### src/rtl/uart_rx_fifo_if.sv
// Receive-word handshake between the UART RX FIFO head and its consumer.
// Latency: none, plain wires; the producer drives show-ahead head data.
// Backpressure: consumer holds rx_ready_i low to keep the head word in place.
interface uart_rx_fifo_if #(
   parameter int DATA_WIDTH = 8
);
   logic [DATA_WIDTH-1:0] rx_data_o;
   logic                  parity_err_o;
   logic                  frame_err_o;
   logic                  rx_valid_o;
   logic                  rx_ready_i;

   // FIFO side: presents the head word, observes the pop request
   modport master (
      output rx_data_o,
      output parity_err_o,
      output frame_err_o,
      output rx_valid_o,
      input  rx_ready_i
   );

   // Consumer side (APB register file)
   modport slave (
      input  rx_data_o,
      input  parity_err_o,
      input  frame_err_o,
      input  rx_valid_o,
      output rx_ready_i
   );
endinterface

### src/rtl/uart_rx_fifo.sv
// Oversampling UART receiver (majority vote, parity/stop checks) feeding a show-ahead RX FIFO.
// Latency: word visible on rx_if the cycle after PUSH, i.e. two cycles after the last stop-bit decision.
// Backpressure: rx_valid_o/rx_ready_i pop; a word arriving at a full FIFO with no same-cycle pop is dropped and sets overrun_o.
// Build option: define UART_RX_BREAK_DETECT_EN to add break_o and suppress pushing of break frames.
module uart_rx_fifo #(
   parameter int DATA_WIDTH = 8,
   parameter int FIFO_DEPTH = 8,
   parameter int OVERSAMPLE = 16,
   parameter int DIV_WIDTH  = 16
) (
   input  logic                        CLK,
   input  logic                        RST,
   input  logic                        rx_i,
   input  logic                        rx_enable_i,
   input  logic [DIV_WIDTH-1:0]        cfg_div_i,
   input  logic [1:0]                  cfg_bits_i,
   input  logic                        cfg_parity_en_i,
   input  logic                        cfg_parity_odd_i,
   input  logic                        cfg_stop_bits_i,
   uart_rx_fifo_if.master              rx_if,
   output logic                        overrun_o,
   input  logic                        clear_overrun_i,
`ifdef UART_RX_BREAK_DETECT_EN
   output logic                        break_o,
`endif
   output logic [$clog2(FIFO_DEPTH):0] fifo_level_o
);

   localparam int AW = $clog2(FIFO_DEPTH);
   localparam int CW = AW + 1;
   localparam int SW = $clog2(OVERSAMPLE);
   localparam int BW = $clog2(DATA_WIDTH + 1);
   localparam int EW = DATA_WIDTH + 2;

   // Sample points around mid-bit; the third one is also the decision point
   localparam logic [SW-1:0] L_SAMP_A    = SW'(OVERSAMPLE / 2 - 1);
   localparam logic [SW-1:0] L_SAMP_B    = SW'(OVERSAMPLE / 2);
   localparam logic [SW-1:0] L_SAMP_C    = SW'(OVERSAMPLE / 2 + 1);
   localparam logic [SW-1:0] L_SAMP_LAST = SW'(OVERSAMPLE - 1);
   localparam logic [CW-1:0] L_FULL      = CW'(FIFO_DEPTH);

   typedef enum logic [2:0] {
      S_IDLE,
      S_START,
      S_DATA,
      S_PARITY,
      S_STOP,
      S_PUSH
`ifdef UART_RX_BREAK_DETECT_EN
      , S_BRK
`endif
   } state_t;

   state_t                r_state;
   state_t                w_state_nxt;

   logic                  r_rx_meta;
   logic                  r_rx_sync;
   logic                  r_rx_prev;
   logic                  w_start_edge;

   logic [DIV_WIDTH-1:0]  r_div;
   logic [DIV_WIDTH-1:0]  r_div_cnt;
   logic                  w_tick;
   logic [SW-1:0]         r_samp;
   logic                  r_smp_a;
   logic                  r_smp_b;
   logic                  w_decide;
   logic                  w_bit;

   logic [BW-1:0]         r_nbits;
   logic                  r_par_en;
   logic                  r_par_odd;
   logic                  r_stop2;

   logic [DATA_WIDTH-1:0] r_shift;
   logic [BW-1:0]         r_bit_cnt;
   logic                  r_par_acc;
   logic                  r_par_err;
   logic                  r_frm_err;
   logic                  r_stop_idx;
   logic                  w_push;

   logic [EW-1:0]         r_mem [FIFO_DEPTH];
   logic [AW-1:0]         r_wr_ptr;
   logic [AW-1:0]         r_rd_ptr;
   logic [CW-1:0]         r_count;
   logic                  w_valid;
   logic                  w_full;
   logic                  w_pop;
   logic                  w_wr;
   logic [EW-1:0]         w_head;
   logic                  r_overrun;

`ifdef UART_RX_BREAK_DETECT_EN
   logic                  r_all_zero;
   logic                  w_brk_pulse;
   logic                  r_break;
`endif

   // Two-flop synchroniser plus one history flop for falling-edge detection; idle level is 1
   always_ff @(posedge CLK) begin
      if (RST) begin
         r_rx_meta <= 1'b1;
         r_rx_sync <= 1'b1;
         r_rx_prev <= 1'b1;
      end else begin
         r_rx_meta <= rx_i;
         r_rx_sync <= r_rx_meta;
         r_rx_prev <= r_rx_sync;
      end
   end

   assign w_start_edge = (r_state == S_IDLE) && rx_enable_i && r_rx_prev && !r_rx_sync;

   // Frame configuration is captured at the start edge so mid-frame changes are ignored
   always_ff @(posedge CLK) begin
      if (RST) begin
         r_div     <= DIV_WIDTH'(1);
         r_nbits   <= BW'(DATA_WIDTH);
         r_par_en  <= 1'b0;
         r_par_odd <= 1'b0;
         r_stop2   <= 1'b0;
      end else if (w_start_edge) begin
         r_div     <= (cfg_div_i == '0) ? DIV_WIDTH'(1) : cfg_div_i;
         r_nbits   <= BW'(DATA_WIDTH - 3) + BW'(cfg_bits_i);
         r_par_en  <= cfg_parity_en_i;
         r_par_odd <= cfg_parity_odd_i;
         r_stop2   <= cfg_stop_bits_i;
      end
   end

   assign w_tick = (r_state != S_IDLE) && (r_div_cnt == (r_div - DIV_WIDTH'(1)));

   // Oversample tick divider; held at zero in IDLE, so it restarts cleanly at every start edge
   always_ff @(posedge CLK) begin
      if (RST || (r_state == S_IDLE) || w_tick) begin
         r_div_cnt <= '0;
      end else begin
         r_div_cnt <= r_div_cnt + DIV_WIDTH'(1);
      end
   end

   // Per-bit tick counter; free-runs across bits so every bit is decided at the same phase
   always_ff @(posedge CLK) begin
      if (RST || w_start_edge) begin
         r_samp <= '0;
`ifdef UART_RX_BREAK_DETECT_EN
      end else if (w_brk_pulse || ((r_state == S_BRK) && !r_rx_sync)) begin
         // in break-wait the counter measures consecutive idle ticks
         r_samp <= '0;
`endif
      end else if (w_tick) begin
         r_samp <= (r_samp == L_SAMP_LAST) ? '0 : r_samp + SW'(1);
      end
   end

   // Capture the first two of the three mid-bit samples
   always_ff @(posedge CLK) begin
      if (RST) begin
         r_smp_a <= 1'b1;
         r_smp_b <= 1'b1;
      end else if (w_tick) begin
         if (r_samp == L_SAMP_A) r_smp_a <= r_rx_sync;
         if (r_samp == L_SAMP_B) r_smp_b <= r_rx_sync;
      end
   end

   assign w_decide = w_tick && (r_samp == L_SAMP_C);
   assign w_bit    = (r_smp_a & r_smp_b) | (r_smp_a & r_rx_sync) | (r_smp_b & r_rx_sync);

   // Frame datapath: assemble data LSB first, accumulate parity, collect error flags
   always_ff @(posedge CLK) begin
      if (RST || w_start_edge) begin
         r_shift    <= '0;
         r_bit_cnt  <= '0;
         r_par_acc  <= 1'b0;
         r_par_err  <= 1'b0;
         r_frm_err  <= 1'b0;
         r_stop_idx <= 1'b0;
`ifdef UART_RX_BREAK_DETECT_EN
         r_all_zero <= 1'b1;
`endif
      end else if (w_decide) begin
         case (r_state)
            S_DATA: begin
               r_shift   <= r_shift | (DATA_WIDTH'(w_bit) << r_bit_cnt);
               r_bit_cnt <= r_bit_cnt + BW'(1);
               r_par_acc <= r_par_acc ^ w_bit;
`ifdef UART_RX_BREAK_DETECT_EN
               if (w_bit) r_all_zero <= 1'b0;
`endif
            end
            S_PARITY: begin
               // expected bit: XOR of data for even parity, XNOR for odd
               if (w_bit != (r_par_acc ^ r_par_odd)) r_par_err <= 1'b1;
`ifdef UART_RX_BREAK_DETECT_EN
               if (w_bit) r_all_zero <= 1'b0;
`endif
            end
            S_STOP: begin
               if (!w_bit) r_frm_err <= 1'b1;
               r_stop_idx <= 1'b1;
            end
            default: begin
            end
         endcase
      end
   end

   // FSM state register
   always_ff @(posedge CLK) begin
      if (RST) begin
         r_state <= S_IDLE;
      end else begin
         r_state <= w_state_nxt;
      end
   end

   // FSM next-state and push strobe
   always_comb begin
      w_state_nxt = r_state;
      w_push      = 1'b0;
`ifdef UART_RX_BREAK_DETECT_EN
      w_brk_pulse = 1'b0;
`endif
      case (r_state)
         S_IDLE: begin
            if (w_start_edge) w_state_nxt = S_START;
         end
         S_START: begin
            if (w_decide) w_state_nxt = w_bit ? S_IDLE : S_DATA;
         end
         S_DATA: begin
            if (w_decide && (r_bit_cnt == (r_nbits - BW'(1)))) begin
               w_state_nxt = r_par_en ? S_PARITY : S_STOP;
            end
         end
         S_PARITY: begin
            if (w_decide) w_state_nxt = S_STOP;
         end
         S_STOP: begin
            if (w_decide) begin
`ifdef UART_RX_BREAK_DETECT_EN
               if (!r_stop_idx && !w_bit && r_all_zero) begin
                  w_state_nxt = S_BRK;
                  w_brk_pulse = 1'b1;
               end else
`endif
               if (!r_stop_idx && r_stop2) begin
                  w_state_nxt = S_STOP;
               end else begin
                  w_state_nxt = S_PUSH;
               end
            end
         end
         S_PUSH: begin
            w_push      = 1'b1;
            w_state_nxt = S_IDLE;
         end
`ifdef UART_RX_BREAK_DETECT_EN
         S_BRK: begin
            // leave only after a full bit time of continuous idle line
            if (w_tick && r_rx_sync && (r_samp == L_SAMP_LAST)) w_state_nxt = S_IDLE;
         end
`endif
         default: begin
            w_state_nxt = S_IDLE;
         end
      endcase
      // disabling the receiver abandons any frame in flight, including its push
      if (!rx_enable_i && (r_state != S_IDLE)) begin
         w_state_nxt = S_IDLE;
         w_push      = 1'b0;
`ifdef UART_RX_BREAK_DETECT_EN
         w_brk_pulse = 1'b0;
`endif
      end
   end

   assign w_valid = (r_count != '0);
   assign w_full  = (r_count == L_FULL);
   assign w_pop   = w_valid && rx_if.rx_ready_i;
   assign w_wr    = w_push && (!w_full || w_pop);

   // FIFO storage; entries are {frame_err, parity_err, data}
   always_ff @(posedge CLK) begin
      if (w_wr) r_mem[r_wr_ptr] <= {r_frm_err, r_par_err, r_shift};
   end

   // FIFO pointers and occupancy; pointers wrap naturally at the power-of-two depth
   always_ff @(posedge CLK) begin
      if (RST) begin
         r_wr_ptr <= '0;
         r_rd_ptr <= '0;
         r_count  <= '0;
      end else begin
         if (w_wr)  r_wr_ptr <= r_wr_ptr + AW'(1);
         if (w_pop) r_rd_ptr <= r_rd_ptr + AW'(1);
         case ({w_wr, w_pop})
            2'b10:   r_count <= r_count + CW'(1);
            2'b01:   r_count <= r_count - CW'(1);
            default: r_count <= r_count;
         endcase
      end
   end

   // Sticky overrun; a new drop wins over a simultaneous clear
   always_ff @(posedge CLK) begin
      if (RST) begin
         r_overrun <= 1'b0;
      end else if (w_push && w_full && !w_pop) begin
         r_overrun <= 1'b1;
      end else if (clear_overrun_i) begin
         r_overrun <= 1'b0;
      end
   end

`ifdef UART_RX_BREAK_DETECT_EN
   // One-cycle break indication
   always_ff @(posedge CLK) begin
      if (RST) begin
         r_break <= 1'b0;
      end else begin
         r_break <= w_brk_pulse;
      end
   end

   assign break_o = r_break;
`endif

   // Head word is gated with valid so an empty FIFO always presents zeros
   assign w_head             = r_mem[r_rd_ptr];
   assign rx_if.rx_valid_o   = w_valid;
   assign rx_if.rx_data_o    = w_valid ? w_head[DATA_WIDTH-1:0] : '0;
   assign rx_if.parity_err_o = w_valid & w_head[DATA_WIDTH];
   assign rx_if.frame_err_o  = w_valid & w_head[DATA_WIDTH+1];
   assign overrun_o          = r_overrun;
   assign fifo_level_o       = r_count;

endmodule
### src/flat_wrapper.sv
// flat-port wrapper written by rule: the top's interface ports become plain ports
module uart_rx_fifo_flat 
#(
   parameter int DATA_WIDTH = 8,
   parameter int FIFO_DEPTH = 8,
   parameter int OVERSAMPLE = 16,
   parameter int DIV_WIDTH  = 16
)
  (CLK, RST, rx_i, rx_enable_i, cfg_div_i, cfg_bits_i, cfg_parity_en_i, cfg_parity_odd_i, cfg_stop_bits_i, overrun_o, clear_overrun_i, fifo_level_o, rx_if_rx_data_o, rx_if_parity_err_o, rx_if_frame_err_o, rx_if_rx_valid_o, rx_if_rx_ready_i);
  uart_rx_fifo_if #(.DATA_WIDTH(DATA_WIDTH)) rx_if_i ();
  input  logic CLK;
  input  logic RST;
  input  logic rx_i;
  input  logic rx_enable_i;
  input  logic [DIV_WIDTH-1:0] cfg_div_i;
  input  logic [1:0] cfg_bits_i;
  input  logic cfg_parity_en_i;
  input  logic cfg_parity_odd_i;
  input  logic cfg_stop_bits_i;
  output logic overrun_o;
  input  logic clear_overrun_i;
  output logic [$clog2(FIFO_DEPTH):0] fifo_level_o;
  output wire logic [$bits(rx_if_i.rx_data_o)-1:0] rx_if_rx_data_o;
  output wire logic [$bits(rx_if_i.parity_err_o)-1:0] rx_if_parity_err_o;
  output wire logic [$bits(rx_if_i.frame_err_o)-1:0] rx_if_frame_err_o;
  output wire logic [$bits(rx_if_i.rx_valid_o)-1:0] rx_if_rx_valid_o;
  input wire logic [$bits(rx_if_i.rx_ready_i)-1:0] rx_if_rx_ready_i;
  assign rx_if_rx_data_o = rx_if_i.rx_data_o;
  assign rx_if_parity_err_o = rx_if_i.parity_err_o;
  assign rx_if_frame_err_o = rx_if_i.frame_err_o;
  assign rx_if_rx_valid_o = rx_if_i.rx_valid_o;
  assign rx_if_i.rx_ready_i = rx_if_rx_ready_i;
  uart_rx_fifo #(.DATA_WIDTH(DATA_WIDTH), .FIFO_DEPTH(FIFO_DEPTH), .OVERSAMPLE(OVERSAMPLE), .DIV_WIDTH(DIV_WIDTH)) u_core (.CLK(CLK), .RST(RST), .rx_i(rx_i), .rx_enable_i(rx_enable_i), .cfg_div_i(cfg_div_i), .cfg_bits_i(cfg_bits_i), .cfg_parity_en_i(cfg_parity_en_i), .cfg_parity_odd_i(cfg_parity_odd_i), .cfg_stop_bits_i(cfg_stop_bits_i), .rx_if(rx_if_i), .overrun_o(overrun_o), .clear_overrun_i(clear_overrun_i), .fifo_level_o(fifo_level_o));
endmodule
### config.mk
export PLATFORM = sky130hd
export DESIGN_NAME = uart_rx_fifo_flat
export DESIGN_NICKNAME = d
export VERILOG_FILES = /design/src/rtl/uart_rx_fifo_if.sv /design/src/rtl/uart_rx_fifo.sv /design/src/flat_wrapper.sv
export SDC_FILE = /design/constraint.sdc
export NUM_CORES = 1
export LEC_CHECK = 0
export BUFFER_PORTS_ARGS = -buffer_cell sky130_fd_sc_hd__buf_2
export CAP_MARGIN = 20
export CORE_ASPECT_RATIO = 0.5
export CORE_MARGIN = 5
export CORE_UTILIZATION = 50
export CTS_BUF_LIST = sky130_fd_sc_hd__clkbuf_4 sky130_fd_sc_hd__clkbuf_8 sky130_fd_sc_hd__clkbuf_16
export DETAILED_ROUTE_END_ITERATION = 6
export GPL_ROUTABILITY_DRIVEN = 0
export PLACE_DENSITY = 0.69
export SKIP_LAST_GASP = 1
export SLEW_MARGIN = 0
export SYNTH_ARGS = -nofsm -noshare
export SYNTH_HDL_FRONTEND = slang
export SYNTH_SLANG_ARGS = --single-unit
### constraint.sdc
create_clock -name CLK -period 3.24 [get_ports CLK]
set_input_delay 0.162 -clock CLK [delete_from_list [all_inputs] [get_ports CLK]]
set_output_delay 0.162 -clock CLK [all_outputs]
set_load 0.05 [all_outputs]
==> flow_metrics.tcl <==
set metrics [dict create \
    outcome "finished clean" \
    gr-total-overflow 0 \
    fp-row-count 31 \
    synth_area_leaders "edfxtp_1, dfxtp_1, mux4_2" \
    first_pass_iters 5 \
    multiInputGateArea_um2 3024 \
    synth-seq-cells 161 \
    yosys.area.top_type "edfxtp_1" \
    power.leakage_nw 3.078 \
    io_buffers 42 \
    yosys.area.top_type_share_pct 33.10 \
    worstPathArrival_ns 3.38 \
    rsz0062_at_grt "no" \
    grt_util_all_layers_pct 18.84 \
    mostFrequentLayoutCells "dfxtp_1, edfxtp_1, nor2_1, nand2_1, buf_2" \
    synth-async-reset-ratio_pct 0 \
    tns_ns 0 \
    power_density_nw_per_um2 622.2 \
    root_buffer "clkbuf_16" \
    routed_wl_um 15310 \
    place_area_um2 7741 \
    fin_crit_ns 3.071 \
    required_ns 3.55 \
    timing.hold.ws_ns 0.02702 \
    path_clk_slew_ns 0.07 \
    syn_to_final_growth_pct 17.19 \
    coreArea_um2 14350 \
    ir_worst_vdd_uv 327.5 \
    cts_buffers 17 \
    setup_viol 0 \
    synthesis.area_per_instance_um2 11.10 \
    fmax_mhz 325.6 \
    die_y_um 95.20 \
    htreeDepth 4 \
    cts_max_path_buffers 2 \
    register_area_um2 4024 \
    grt_pass1_wl_um 25590 \
    diodes 0 \
    syn_inst 654 \
    clock_latency_ns 0.43 \
    cts.sinks 161 \
    final_area_um2 8506 \
    dieArea_um2 17170 \
    dp_hpwl_um 10160 \
    critical_path_class "reg2reg" \
    hold_viol 0 \
    grt_max_degree 26 \
    drv_slew 0 \
    worstSetupStartpointType "flop" \
    maxSlewHeadroom_pct 53.76 \
    drtAntennaViolNets 0 \
    postLayoutCoreUtil_pct 59.27 \
    fin_skew_ns 0.01148 \
    antenna_found_initial 0 \
    grt_pass1_vias 5034 \
    worst_slew_pin_slew_ns 0.6927 \
    fillCellCount 1191 \
    num_io_pins 43 \
    cts_tree "built" \
    synth-edff-count 80 \
    synth_ff_type "dfxtp_1" \
    drtIter0Drc 286 \
    max_cap_violations 0 \
    via_per_inst 5.458 \
    chipWidth_um 180.4 \
    start_util_pct 50.58 \
    via_count 5098 \
    nets 763 \
    wl_per_cell_um 16.39 \
    worstSetupEndpointType "flop" \
    drc_errors 0 \
    drive_gt1_share_pct 17.53 \
    syn-num-nets 694 \
    layout_commonest_cell "dfxtp_1" \
    ys_seq_area_share_pct 55.44 \
    hold_path_class "in2reg" \
    finalCritPeriodShare_pct 94.78 \
    synth_area_um2 7258 \
    synth.distinct_cells 62 \
    cp_max_fo 7 \
    yosys_warnings 0 \
]
-- sequential cells by signal, indices dropped and copies added (netlist names), 4 cells and up, named ones only --
signal	count
u_core.r_samp	4
u_core.r_bit_cnt	4
u_core.r_nbits	4
u_core.r_shift	8
u_core.r_mem	80
u_core.r_div	16
u_core.fifo_level_o	4
u_core.r_div_cnt	16
-- worst paths after layout --
kind	from	to	slack, ns	depth (start not counted)
min reg2reg	u_core.r_rx_meta$_SDFF_PP1_	u_core.r_rx_sync$_SDFF_PP1_	0.42	1
max	u_core.r_div[0]$_SDFFE_PP1P_	u_core.r_bit_cnt[2]$_SDFFE_PP0P_	0.17	10
max reg2reg	u_core.r_div[0]$_SDFFE_PP1P_	u_core.r_bit_cnt[2]$_SDFFE_PP0P_	0.17	10
min	cfg_div_i[3]	u_core.r_div[3]$_SDFFE_PP0P_	0.03	3
-- final cells by class --
type | count | share of cell area, %
Multi-Input combinational cell | 439 | 35.55
Clock buffer | 17 | 5.001
Clock inverter | 15 | 1.751
Timing Repair Buffer | 82 | 6.502
Inverter | 22 | 0.9709
Sequential cell | 161 | 47.31
Tap cell | 198 | 2.913
-- logic make-up after synthesis --
family          share of synthesized area, %
mux                                    8.981
fa+ha+maj                              2.344
simple gates                           17.27
compound gates                         7.361
flops                                  55.44
xor+xnor                               5.551
buf+inv                                3.051
-- per-layer routing --
metal	wire length, µm	part of all wire [%]	track usage [%]	vias up
met1	6874	45	23.85	2441
li1	-	-	-	2512
met4	294	1.9	7.170	0
met5	0	0	0	-
met2	7464	49	32.37	117
met3	675	4.4	4.154	28
-- synth_stat cells (3+ instances only) --
cell type / count
nand2b_1: 5
or2_2: 4
mux2i_1: 19
o21ai_1: 6
nor3_1: 21
a31oi_1: 4
inv_1: 22
xnor2_1: 27
nand4_1: 11
buf_2: 3
clkbuf_1: 25
nor2b_1: 6
a211oi_1: 3
nand2_1: 70
o211ai_1: 3
nor4_1: 13
a21oi_1: 34
ha_1: 12
nor2_1: 70
mux4_2: 20
nand3_1: 20
or3_1: 10
o21ai_0: 9
dfxtp_1: 81
and3_1: 7
xor2_1: 19
a21o_1: 4
edfxtp_1: 80
-- power by group --
part           switching (W)  internal [W]  leakage [nW]
Sequential         0.0000497       0.00216          1.45
Combinational       0.000725      0.000394          1.35
Clock               0.000934       0.00103         0.284
Total                0.00171       0.00358          3.08
-- critical path: stages (launching register included) --
cell      delay, ns
dfxtp_1        0.33
inv_1          0.09
ha_1           0.28
or3b_1         0.50
nor4_1         0.34
a21boi_0       0.24
o211ai_1       0.24
nor4_4         0.32
buf_4          0.18
nand4_1        0.10
mux2_1         0.32
-- stage by stage --
| step | setup WS (ns) | power, W | instances |
|---|---|---|---|
| finish | 0.1690 | 0.005292 | 934 |
| global route | 0.02628 | 0.005552 | 934 |
| CTS | 0.1517 | 0.005351 | 932 |
| detailed placement | 0.1760 | 0.003370 | 883 |
| global placement | 0.3182 | 0.003354 | 883 |
| floorplan | 0.3354 | 0.003098 | 654 |
-- repair_timing --
| action | CTS | global route |
|---|---|---|
| endpoints found under the hold margin | 17 | 0 |
| resized for setup | 0 | 1 |
| buffers inserted | 0 | 2 |
| setup endpoints to repair | 0 | 13 |
| hold buffers | 17 | 0 |
Power figures use the tool's default switching activity.
